<file path="config.mk">
export PLATFORM = sky130hd
export DESIGN_NAME = control_pipe_flat
export DESIGN_NICKNAME = d
export VERILOG_FILES = /design/src/rtl/control_pipe_if.sv /design/src/rtl/control_pipe.sv /design/src/flat_wrapper.sv
export SDC_FILE = /design/constraint.sdc
export NUM_CORES = 1
export LEC_CHECK = 0
export ABC_AREA = 1
export CORE_UTILIZATION = 35
export CTS_CLUSTER_SIZE = 20
export DETAILED_ROUTE_END_ITERATION = 10
export PLACE_DENSITY = 0.74
export SKIP_CTS_REPAIR_TIMING = 1
export SYNTH_ARGS = -nofsm -noshare
export SYNTH_HDL_FRONTEND = slang
export SYNTH_SLANG_ARGS = --single-unit
</file>
<file path="constraint.sdc">
create_clock -name i_clk -period 1.5 [get_ports i_clk]
set_input_delay 0.3 -clock i_clk [delete_from_list [all_inputs] [get_ports i_clk]]
set_output_delay 0.3 -clock i_clk [all_outputs]
set_load 0.005 [all_outputs]
</file>
<file path="src/rtl/control_pipe_if.sv">
// rtl/control_pipe_if.sv - control_pipe ID-stage inputs and staged control outputs
interface control_pipe_if #(
    parameter int OPCODE_BITS   = 6,
    parameter int REG_ADDR_BITS = 5,
    parameter int ALUOP_BITS    = 3
);
    logic [OPCODE_BITS-1:0]   i_opcode;
    logic [REG_ADDR_BITS-1:0] i_id_rs;
    logic [REG_ADDR_BITS-1:0] i_id_rt;
    logic                     i_flush;
    logic                     o_pc_write;
    logic                     o_ifid_write;
    logic                     o_ifid_flush;
    logic                     o_id_jump;
    logic                     o_illegal;
    logic                     o_ex_RegDst;
    logic                     o_ex_ALUSrc;
    logic [ALUOP_BITS-1:0]    o_ex_ALUOp;
    logic                     o_mem_Branch;
    logic                     o_mem_BranchNe;
    logic                     o_mem_MemRead;
    logic                     o_mem_MemWrite;
    logic                     o_wb_RegWrite;
    logic                     o_wb_MemtoReg;

    modport master (
        output i_opcode, i_id_rs, i_id_rt, i_flush,
        input  o_pc_write, o_ifid_write, o_ifid_flush, o_id_jump, o_illegal,
        input  o_ex_RegDst, o_ex_ALUSrc, o_ex_ALUOp,
        input  o_mem_Branch, o_mem_BranchNe, o_mem_MemRead, o_mem_MemWrite,
        input  o_wb_RegWrite, o_wb_MemtoReg
    );

    modport slave (
        input  i_opcode, i_id_rs, i_id_rt, i_flush,
        output o_pc_write, o_ifid_write, o_ifid_flush, o_id_jump, o_illegal,
        output o_ex_RegDst, o_ex_ALUSrc, o_ex_ALUOp,
        output o_mem_Branch, o_mem_BranchNe, o_mem_MemRead, o_mem_MemWrite,
        output o_wb_RegWrite, o_wb_MemtoReg
    );
endinterface

</file>
<file path="src/rtl/control_pipe.sv">
// rtl/control_pipe.sv - pipelined MIPS main control with load-use stall and flush
// Define CONTROL_IMM_OPS_EN to decode ADDI/ANDI/ORI/SLTI/LUI.
module control_pipe #(
    parameter int OPCODE_BITS   = 6,
    parameter int REG_ADDR_BITS = 5,
    parameter int ALUOP_BITS    = 3
) (
    input logic           i_clk,
    input logic           i_rst_n,
    control_pipe_if.slave bus
);
    typedef struct packed {
        logic                  regDst;
        logic                  aluSrc;
        logic [ALUOP_BITS-1:0] aluOp;
        logic                  branch;
        logic                  branchNe;
        logic                  memRead;
        logic                  memWrite;
        logic                  regWrite;
        logic                  memtoReg;
    } ctrl_t;

    typedef struct packed {
        logic branch;
        logic branchNe;
        logic memRead;
        logic memWrite;
        logic regWrite;
        logic memtoReg;
    } memCtrl_t;

    typedef struct packed {
        logic regWrite;
        logic memtoReg;
    } wbCtrl_t;

    localparam logic [OPCODE_BITS-1:0] OP_RTYPE = OPCODE_BITS'(6'b000000);
    localparam logic [OPCODE_BITS-1:0] OP_LW    = OPCODE_BITS'(6'b100011);
    localparam logic [OPCODE_BITS-1:0] OP_SW    = OPCODE_BITS'(6'b101011);
    localparam logic [OPCODE_BITS-1:0] OP_BEQ   = OPCODE_BITS'(6'b000100);
    localparam logic [OPCODE_BITS-1:0] OP_BNE   = OPCODE_BITS'(6'b000101);
    localparam logic [OPCODE_BITS-1:0] OP_J     = OPCODE_BITS'(6'b000010);
`ifdef CONTROL_IMM_OPS_EN
    localparam logic [OPCODE_BITS-1:0] OP_ADDI  = OPCODE_BITS'(6'b001000);
    localparam logic [OPCODE_BITS-1:0] OP_ANDI  = OPCODE_BITS'(6'b001100);
    localparam logic [OPCODE_BITS-1:0] OP_ORI   = OPCODE_BITS'(6'b001101);
    localparam logic [OPCODE_BITS-1:0] OP_SLTI  = OPCODE_BITS'(6'b001010);
    localparam logic [OPCODE_BITS-1:0] OP_LUI   = OPCODE_BITS'(6'b001111);
`endif

    ctrl_t                    idCtrl;
    logic                     idJump;
    logic                     idIllegal;
    ctrl_t                    exCtrl;
    logic [REG_ADDR_BITS-1:0] exRt;
    memCtrl_t                 memCtrl;
    wbCtrl_t                  wbCtrl;
    logic                     stall;

    always_comb begin
        idCtrl    = '0;
        idJump    = 1'b0;
        idIllegal = 1'b0;
        case (bus.i_opcode)
            OP_RTYPE: begin
                idCtrl.regDst   = 1'b1;
                idCtrl.regWrite = 1'b1;
                idCtrl.aluOp    = ALUOP_BITS'(3'b010);
            end
            OP_LW: begin
                idCtrl.aluSrc   = 1'b1;
                idCtrl.memtoReg = 1'b1;
                idCtrl.regWrite = 1'b1;
                idCtrl.memRead  = 1'b1;
            end
            OP_SW: begin
                idCtrl.aluSrc   = 1'b1;
                idCtrl.memWrite = 1'b1;
            end
            OP_BEQ: begin
                idCtrl.branch = 1'b1;
                idCtrl.aluOp  = ALUOP_BITS'(3'b001);
            end
            OP_BNE: begin
                idCtrl.branchNe = 1'b1;
                idCtrl.aluOp    = ALUOP_BITS'(3'b001);
            end
            OP_J: idJump = 1'b1;
`ifdef CONTROL_IMM_OPS_EN
            OP_ADDI, OP_ANDI, OP_ORI, OP_SLTI, OP_LUI: begin
                idCtrl.aluSrc   = 1'b1;
                idCtrl.regWrite = 1'b1;
                case (bus.i_opcode)
                    OP_ANDI: idCtrl.aluOp = ALUOP_BITS'(3'b011);
                    OP_ORI:  idCtrl.aluOp = ALUOP_BITS'(3'b100);
                    OP_SLTI: idCtrl.aluOp = ALUOP_BITS'(3'b101);
                    OP_LUI:  idCtrl.aluOp = ALUOP_BITS'(3'b110);
                    default: idCtrl.aluOp = ALUOP_BITS'(3'b000);
                endcase
            end
`endif
            default: idIllegal = 1'b1;
        endcase
    end

    // Register zero never carries a real dependency, so a load to $0 cannot stall.
    assign stall = exCtrl.memRead && (exRt != '0) &&
                   ((exRt == bus.i_id_rs) || (exRt == bus.i_id_rt));

    always_ff @(posedge i_clk or negedge i_rst_n) begin
        if (!i_rst_n) begin
            exCtrl  <= '0;
            exRt    <= '0;
            memCtrl <= '0;
            wbCtrl  <= '0;
        end else begin
            if (bus.i_flush || stall) begin
                exCtrl <= '0;
                exRt   <= '0;
            end else begin
                exCtrl <= idCtrl;
                exRt   <= bus.i_id_rt;
            end
            if (bus.i_flush) begin
                memCtrl <= '0;
            end else begin
                memCtrl <= '{branch:   exCtrl.branch,   branchNe: exCtrl.branchNe,
                             memRead:  exCtrl.memRead,  memWrite: exCtrl.memWrite,
                             regWrite: exCtrl.regWrite, memtoReg: exCtrl.memtoReg};
            end
            // The resolving branch sits in EX/MEM and must still retire.
            wbCtrl <= '{regWrite: memCtrl.regWrite, memtoReg: memCtrl.memtoReg};
        end
    end

    assign bus.o_pc_write     = !stall || bus.i_flush;
    assign bus.o_ifid_write   = !stall || bus.i_flush;
    assign bus.o_ifid_flush   = i_rst_n && (bus.i_flush || idJump);
    assign bus.o_id_jump      = idJump;
    assign bus.o_illegal      = idIllegal;
    assign bus.o_ex_RegDst    = exCtrl.regDst;
    assign bus.o_ex_ALUSrc    = exCtrl.aluSrc;
    assign bus.o_ex_ALUOp     = exCtrl.aluOp;
    assign bus.o_mem_Branch   = memCtrl.branch;
    assign bus.o_mem_BranchNe = memCtrl.branchNe;
    assign bus.o_mem_MemRead  = memCtrl.memRead;
    assign bus.o_mem_MemWrite = memCtrl.memWrite;
    assign bus.o_wb_RegWrite  = wbCtrl.regWrite;
    assign bus.o_wb_MemtoReg  = wbCtrl.memtoReg;
endmodule

</file>
<file path="src/flat_wrapper.sv">
// flat-port wrapper written by rule: the top's interface ports become plain ports
module control_pipe_flat 
#(
    parameter int OPCODE_BITS   = 6,
    parameter int REG_ADDR_BITS = 5,
    parameter int ALUOP_BITS    = 3
)
  (i_clk, i_rst_n, bus_i_opcode, bus_i_id_rs, bus_i_id_rt, bus_i_flush, bus_o_pc_write, bus_o_ifid_write, bus_o_ifid_flush, bus_o_id_jump, bus_o_illegal, bus_o_ex_RegDst, bus_o_ex_ALUSrc, bus_o_ex_ALUOp, bus_o_mem_Branch, bus_o_mem_BranchNe, bus_o_mem_MemRead, bus_o_mem_MemWrite, bus_o_wb_RegWrite, bus_o_wb_MemtoReg);
  control_pipe_if #(.OPCODE_BITS(OPCODE_BITS), .REG_ADDR_BITS(REG_ADDR_BITS), .ALUOP_BITS(ALUOP_BITS)) bus_i ();
  input logic i_clk;
  input logic i_rst_n;
  input wire logic [$bits(bus_i.i_opcode)-1:0] bus_i_opcode;
  input wire logic [$bits(bus_i.i_id_rs)-1:0] bus_i_id_rs;
  input wire logic [$bits(bus_i.i_id_rt)-1:0] bus_i_id_rt;
  input wire logic [$bits(bus_i.i_flush)-1:0] bus_i_flush;
  output wire logic [$bits(bus_i.o_pc_write)-1:0] bus_o_pc_write;
  output wire logic [$bits(bus_i.o_ifid_write)-1:0] bus_o_ifid_write;
  output wire logic [$bits(bus_i.o_ifid_flush)-1:0] bus_o_ifid_flush;
  output wire logic [$bits(bus_i.o_id_jump)-1:0] bus_o_id_jump;
  output wire logic [$bits(bus_i.o_illegal)-1:0] bus_o_illegal;
  output wire logic [$bits(bus_i.o_ex_RegDst)-1:0] bus_o_ex_RegDst;
  output wire logic [$bits(bus_i.o_ex_ALUSrc)-1:0] bus_o_ex_ALUSrc;
  output wire logic [$bits(bus_i.o_ex_ALUOp)-1:0] bus_o_ex_ALUOp;
  output wire logic [$bits(bus_i.o_mem_Branch)-1:0] bus_o_mem_Branch;
  output wire logic [$bits(bus_i.o_mem_BranchNe)-1:0] bus_o_mem_BranchNe;
  output wire logic [$bits(bus_i.o_mem_MemRead)-1:0] bus_o_mem_MemRead;
  output wire logic [$bits(bus_i.o_mem_MemWrite)-1:0] bus_o_mem_MemWrite;
  output wire logic [$bits(bus_i.o_wb_RegWrite)-1:0] bus_o_wb_RegWrite;
  output wire logic [$bits(bus_i.o_wb_MemtoReg)-1:0] bus_o_wb_MemtoReg;
  assign bus_i.i_opcode = bus_i_opcode;
  assign bus_i.i_id_rs = bus_i_id_rs;
  assign bus_i.i_id_rt = bus_i_id_rt;
  assign bus_i.i_flush = bus_i_flush;
  assign bus_o_pc_write = bus_i.o_pc_write;
  assign bus_o_ifid_write = bus_i.o_ifid_write;
  assign bus_o_ifid_flush = bus_i.o_ifid_flush;
  assign bus_o_id_jump = bus_i.o_id_jump;
  assign bus_o_illegal = bus_i.o_illegal;
  assign bus_o_ex_RegDst = bus_i.o_ex_RegDst;
  assign bus_o_ex_ALUSrc = bus_i.o_ex_ALUSrc;
  assign bus_o_ex_ALUOp = bus_i.o_ex_ALUOp;
  assign bus_o_mem_Branch = bus_i.o_mem_Branch;
  assign bus_o_mem_BranchNe = bus_i.o_mem_BranchNe;
  assign bus_o_mem_MemRead = bus_i.o_mem_MemRead;
  assign bus_o_mem_MemWrite = bus_i.o_mem_MemWrite;
  assign bus_o_wb_RegWrite = bus_i.o_wb_RegWrite;
  assign bus_o_wb_MemtoReg = bus_i.o_wb_MemtoReg;
  control_pipe #(.OPCODE_BITS(OPCODE_BITS), .REG_ADDR_BITS(REG_ADDR_BITS), .ALUOP_BITS(ALUOP_BITS)) u_core (.i_clk(i_clk), .i_rst_n(i_rst_n), .bus(bus_i));
endmodule
</file>
==> results of run 1 <==
[flip-flops by register name (all words and copies together), names as in the netlist]
name and count:
u_core.bus.o_wb_MemtoReg 1, u_core.bus.o_mem_MemRead 1, u_core.bus.o_wb_RegWrite 1, u_core.exCtrl 5, u_core.bus.o_mem_MemWrite 1, u_core.memCtrl 1
u_core.bus.o_mem_Branch 1, u_core.exRt 5, u_core.bus.o_ex_ALUOp 2, u_core.bus.o_ex_ALUSrc 1, u_core.bus.o_mem_BranchNe 1
[Yosys cell counts, drive strengths merged]
master,n
buf,5
conb,1
dfrtp,20
inv,29
nand2,31
nand3,6
nand4,3
nor2,29
nor3,2
o21a,1
o21ai,1
xnor2,2
[cells in the final DEF (no fill, tap or decap)]
cell type,n
nand4_1,3
bufinv_16,1
clkbuf_4,3
o21ai_1,1
o21a_1,1
clkbuf_2,1
dfrtp_1,20
xnor2_1,2
dlymetal6s2s_1,18
buf_2,1
nor3_2,2
nand3_2,2
nand3_1,4
nor2_1,24
inv_1,26
buf_6,1
conb_1,1
buf_4,16
nand2_1,25
inv_2,3
nand2_2,6
clkdlybuf4s50_1,12
nor2_2,5
[cell families (layout without fill, tap and decap cells)]
kind of cell	count (synthesis)	count (layout)	share of synthesized area (%)
buf+inv	34	82	15.5
flops	20	20	51.5
compound gates	2	2	1.29
simple gates	71	71	29.5
xor+xnor	2	2	1.80
other cells	1	1	0.386
[path summary, 6_finish.rpt]
check	endpoint	slack [ps]	depth (start not counted)
worst min-delay path	u_core.exRt[0]	270	3
worst min register to register	u_core.bus.o_wb_RegWrite	360	0
worst max register to register	u_core.exCtrl[5]	200	9
worst max-delay path	bus_o_pc_write	-180	9
max in group asynchronous	u_core.exRt[2]	870	2
min in group asynchronous	u_core.exRt[0]	420	2
[metrics by stage]
| stage | hold WS, ps | TNS, ps | util, % | setup slack (ps) | std cells |
|---|---|---|---|---|---|
| floorplan | 4.41 | 0 | - | 236 | 130 |
| global placement | 335 | -4520 | 54.8 | -561 | 201 |
| detailed placement | 341 | -4950 | 54.8 | -616 | 201 |
| CTS | 367 | -2920 | 56.9 | -634 | 205 |
| global route | 259 | -583 | 61.0 | -285 | 208 |
| finish | 266 | -358 | 61.0 | -180 | 208 |
[worst reg2reg max path: cells and delay by family (launching register included)]
family / cells / cell delay, ps
simple gates: 8 / 720
flops: 1 / 390
buf+inv: 1 / 80
[where the power goes]
group	internal [W]	switching, W
clock	0.000270	0.000158
combinational	0.0000870	0.0000853
sequential	0.000548	0.00000715
[metal layers]
layer | wire length, µm | GRT usage, %
met5 | 0 | 0
met2 | 1150 | 29.5
met1 | 891 | 16.2
met4 | 0 | 6.41
met3 | 151 | 2.50
[cell type report]
type                            instances  area (µm²)
Sequential cell                        20         500
Timing Repair Buffer                   49         487
Clock buffer                            3        22.5
Tap cell                               30        37.5
Clock inverter                          1        30.0
Multi-Input combinational cell         76         365
Inverter                               29         109
Fill cell                             216         993
==> results.sh, run 1 <==
export IMPL_status="finished with violations"
export IMPL_violations="negative setup slack"
export IMPL_worstSetupEndpointType="primary output"
export IMPL_arrival_ps=1380
export IMPL_yosys_top_cells_area="dfrtp_1 52%, nand2_1 12%, nor2_1 11%"
export IMPL_vias_per_cell=4.57
export IMPL_start_kind="primary input"
export IMPL_post_dp_hpwl_mm=1.59
export IMPL_numCtsBuffers=3
export IMPL_dieArea_mm2=0.00299
export IMPL_die_h_um=54.7
export IMPL_fmax_mhz=595
export IMPL_synthesis_nets=149
export IMPL_syn2layout_area_growth_pct=59.8
export IMPL_first_iter_violations=20
export IMPL_ys_warnings_count=0
export IMPL_firstDrtPassIters=4
export IMPL_synthCells=130
export IMPL_critPathSlowestCell="clkdlybuf4s50_1"
export IMPL_yosysSeqAreaShare_pct=51.5
export IMPL_critical_path_cell_chain="clkdlybuf4s50_1 > inv_1 > nand2_1 > nand2_1 > nor2_2 > nand3_1 > nand2_2 > nand3_2 > buf_6"
export IMPL_drive_gt1_share_pct=23.0
export IMPL_synth_seq_cells=20
export IMPL_min_period_ps=1680
export IMPL_gr_total_overflow=0
export IMPL_drv_cap=0
export IMPL_antenna_left=0
export IMPL_synth_largest_area_cell="dfrtp_1"
export IMPL_initial_core_util_pct=38.2
export IMPL_timing_rr_start="u_core.exRt[3]"
export IMPL_core_mm2=0.00254
export IMPL_nNetsFinal=198
export IMPL_cts_max_level=1
export IMPL_io_pins=35
export IMPL_leakage_nw=0.995
export IMPL_crit_family="buffers and inverters"
export IMPL_drc=0
export IMPL_clk_insertion_delay_late_ps=290
export IMPL_grt_pass1_wl_mm=3.28
export IMPL_ir_drop_mv=0.515
export IMPL_gp_congestion=0.752
export IMPL_cts_max_path_buffers=2
export IMPL_cellPowerDensity_mw_per_mm2=745
export IMPL_power_w=0.00116
export IMPL_cpPeakStageDelay_ps=490
export IMPL_clk_pin_slew_worst_paths_ps=110
export IMPL_worstSetupPathType="in -> out"
export IMPL_finalMaxSlewViolations=0
export IMPL_setup_viol=2
export IMPL_cts_root_buf="clkbuf_4"
export IMPL_avgSynthCellArea_um2=7.47
export IMPL_hold_violations=0
export IMPL_synth_cell_types=15
export IMPL_portBuffers=33
export IMPL_wl_mm=2.20
export IMPL_required_ps=1200
export IMPL_antenna_cells=0
export IMPL_clock_sinks=20
export IMPL_grt_usage_pct=15.4
export IMPL_cts_tree="built"
export IMPL_clock_skew_final_ps=3.52
export IMPL_die_w_um=54.7
export IMPL_synth_area_um2=971
export IMPL_path_buf_inv=3
export IMPL_worstSetupStartpoint="bus_i_id_rs[2]"
export IMPL_cpMostUsedCell="nand2_1"
export IMPL_grt_pass1_vias=873
export IMPL_finalWorstSetupSlack_ps=-180
export IMPL_design_area_mm2=0.00155
export IMPL_grt_max_degree=21
export IMPL_rows=18
export IMPL_via_count=951
export IMPL_fin_crit_sh_pct=112
export IMPL_rsz0062_at_grt="true"
export IMPL_path_max_fanout=2
export IMPL_hold_path_class="in -> reg"
export IMPL_routedWlPerCell_um=10.6
export IMPL_place_area_mm2=0.00140
export IMPL_synth_top_area_share_pct=51.5
export IMPL_hold_path_startpoint="bus_i_id_rt[0]"
export IMPL_antenna_found_initial=0
Note: power is estimated with default switching activity, not from simulation.
==> run 2, diff against run 1 <==
--- a/config.mk
+++ b/config.mk
@@ -6,10 +6,12 @@
 export NUM_CORES = 1
 export LEC_CHECK = 0
 export ABC_AREA = 1
-export CORE_UTILIZATION = 35
+export CELL_PAD_IN_SITES_DETAIL_PLACEMENT = 0
+export CELL_PAD_IN_SITES_GLOBAL_PLACEMENT = 1
+export CORE_UTILIZATION = 30
 export CTS_CLUSTER_SIZE = 20
 export DETAILED_ROUTE_END_ITERATION = 10
-export PLACE_DENSITY = 0.74
+export PLACE_DENSITY = 0.86
 export SKIP_CTS_REPAIR_TIMING = 1
 export SYNTH_ARGS = -nofsm -noshare
 export SYNTH_HDL_FRONTEND = slang
==> results.sh, run 2 (synthesized netlist as in run 1, its figures left out) <==
export IMPL_status="finished with violations"
export IMPL_violations="negative setup slack"
export IMPL_cts_tree="built"
export IMPL_grt_usage_pct=12.3
export IMPL_fill_cells=330
export IMPL_clk_pin_slew_worst_paths_ps=110
export IMPL_finalMaxSlewViolations=0
export IMPL_cellPowerDensity_mw_per_mm2=745
export IMPL_core_mm2=0.00305
export IMPL_cts_max_level=1
export IMPL_worstRegToRegCells=9
export IMPL_ir_drop_mv=0.322
export IMPL_required_ps=1200
export IMPL_timing_rr_start="u_core.exRt[1]"
export IMPL_grt_pass1_wl_mm=3.22
export IMPL_worstSetupStartpoint="bus_i_id_rs[2]"
export IMPL_grt_pass1_vias=832
export IMPL_routedWlPerCell_um=10.1
export IMPL_dieArea_mm2=0.00347
export IMPL_critical_path_cell_chain="clkdlybuf4s50_1 > inv_1 > nand2_1 > nand2_1 > nor2_2 > nand3_2 > nand2_2 > nand3_2 > clkbuf_2"
export IMPL_start_kind="primary input"
export IMPL_drive_gt1_share_pct=21.8
export IMPL_layout_commonest_cell="nand2_1"
export IMPL_cpPeakStageDelay_ps=470
export IMPL_clk_insertion_delay_late_ps=290
export IMPL_die_h_um=58.9
export IMPL_fmax_mhz=606
export IMPL_setup_viol=2
export IMPL_fin_crit_sh_pct=110
export IMPL_numCtsBuffers=3
export IMPL_firstDrtPassIters=5
export IMPL_worstSetupPathType="in -> out"
export IMPL_antenna_found_initial=0
export IMPL_place_ws_ps=-657
export IMPL_first_iter_violations=37
export IMPL_arrival_ps=1350
export IMPL_antenna_cells=0
export IMPL_nNetsFinal=199
export IMPL_clock_skew_final_ps=2.70
export IMPL_mostFrequentLayoutCells="29 x nand2_1, 25 x inv_1, 24 x nor2_1"
export IMPL_via_count=917
export IMPL_power_w=0.00116
export IMPL_finalCoreUtilization_pct=50.9
export IMPL_r2r_setup_slack_ps=190
export IMPL_crit_family="buffers and inverters"
export IMPL_worstSetupEndpointType="primary output"
export IMPL_clock_sinks=20
export IMPL_drc=0
export IMPL_cts_root_buf="clkbuf_4"
export IMPL_portBuffers=33
export IMPL_grt_max_degree=21
export IMPL_post_dp_hpwl_mm=1.62
export IMPL_path_max_fanout=2
export IMPL_vias_per_cell=4.11
export IMPL_crit_path_end="bus_o_pc_write"
export IMPL_antenna_left=0
export IMPL_rsz0062_at_grt="true"
export IMPL_leakage_nw=0.944
export IMPL_min_period_ps=1650
export IMPL_rows=20
export IMPL_hold_path_class="in -> reg"
export IMPL_cts_max_path_buffers=2
export IMPL_critPathSlowestCell="clkdlybuf4s50_1"
export IMPL_gr_total_overflow=0
export IMPL_drv_cap=0
export IMPL_finalWorstSetupSlack_ps=-150
export IMPL_io_pins=35
export IMPL_whs_ps=270
export IMPL_path_buf_inv=3
export IMPL_crit_cells=9
export IMPL_hold_violations=0
export IMPL_gp_congestion=0.795
export IMPL_reg2reg_to="u_core.exCtrl[4]"
export IMPL_initial_core_util_pct=31.8
export IMPL_wl_mm=2.25
export IMPL_die_w_um=58.9
export IMPL_syn2layout_area_growth_pct=59.9
## run 2: cell types whose count changed in the layout (fill, tap and decap cells not counted)
cell / change
nand3_1: -1
nand2_1: +4
nand3_2: +1
nor3_2: -1
clkdlybuf4s50_1: +3
nor3_1: +1
buf_4: +1
clkbuf_2: +2
inv_2: +1
inv_1: -1
buf_6: -1
dlymetal6s2s_1: -3
nand2_2: -4
buf_2: -1
## run 2: worst min-delay path by stage
stage,cells past startpoint,slack (ps),startpoint,endpoint
floorplan,0,4,i_rst_n,u_core.bus.o_ex_ALUOp[0]
global placement,0,340,u_core.memCtrl[1],u_core.bus.o_wb_RegWrite
detailed placement,0,340,u_core.memCtrl[1],u_core.bus.o_wb_RegWrite
CTS,2,370,i_rst_n,u_core.exCtrl[4]
global route,3,270,bus_i_id_rt[0],u_core.exRt[0]
finish,3,270,bus_i_id_rt[0],u_core.exRt[0]
## run 2: layout make-up
type / count / area, µm² / area share [%]
Sequential cell: 20 / 500 / 32.2
Timing Repair Buffer: 50 / 480 / 30.9
Multi-Input combinational cell: 76 / 355 / 22.9
Inverter: 29 / 109 / 7.01
Tap cell: 44 / 55.1 / 3.55
Clock inverter: 1 / 30.0 / 1.93
Clock buffer: 3 / 22.5 / 1.45
## run 2: metrics by stage
stage | cell area, µm² | std cells | setup TNS (ps)
after floorplan | 971 | 130 | 0
after global placement | 1430 | 217 | -4930
after detailed placement | 1430 | 217 | -5180
after CTS | 1480 | 221 | -2990
after global routing | 1550 | 223 | -615
final | 1550 | 223 | -299
## run 2: where the power goes
part | internal, W | switching (W) | leakage [nW]
clock network | 0.000270 | 0.000158 | 0.0279
logic | 0.0000885 | 0.0000858 | 0.642
registers | 0.000548 | 0.00000686 | 0.274
total | 0.000906 | 0.000251 | 0.944
## run 2: metal layers
layer	global-route usage [%]	wire length, µm	vias up
li1	-	-	469
met1	14.0	849	407
met2	22.7	1200	35
met3	1.98	157	6
met4	5.10	49	0
met5	0	0	-
## run 2: tightest hold or removal path, cell delays in order
cell and delay (ps):
dlymetal6s2s_1 140, inv_1 60, nor2_1 40
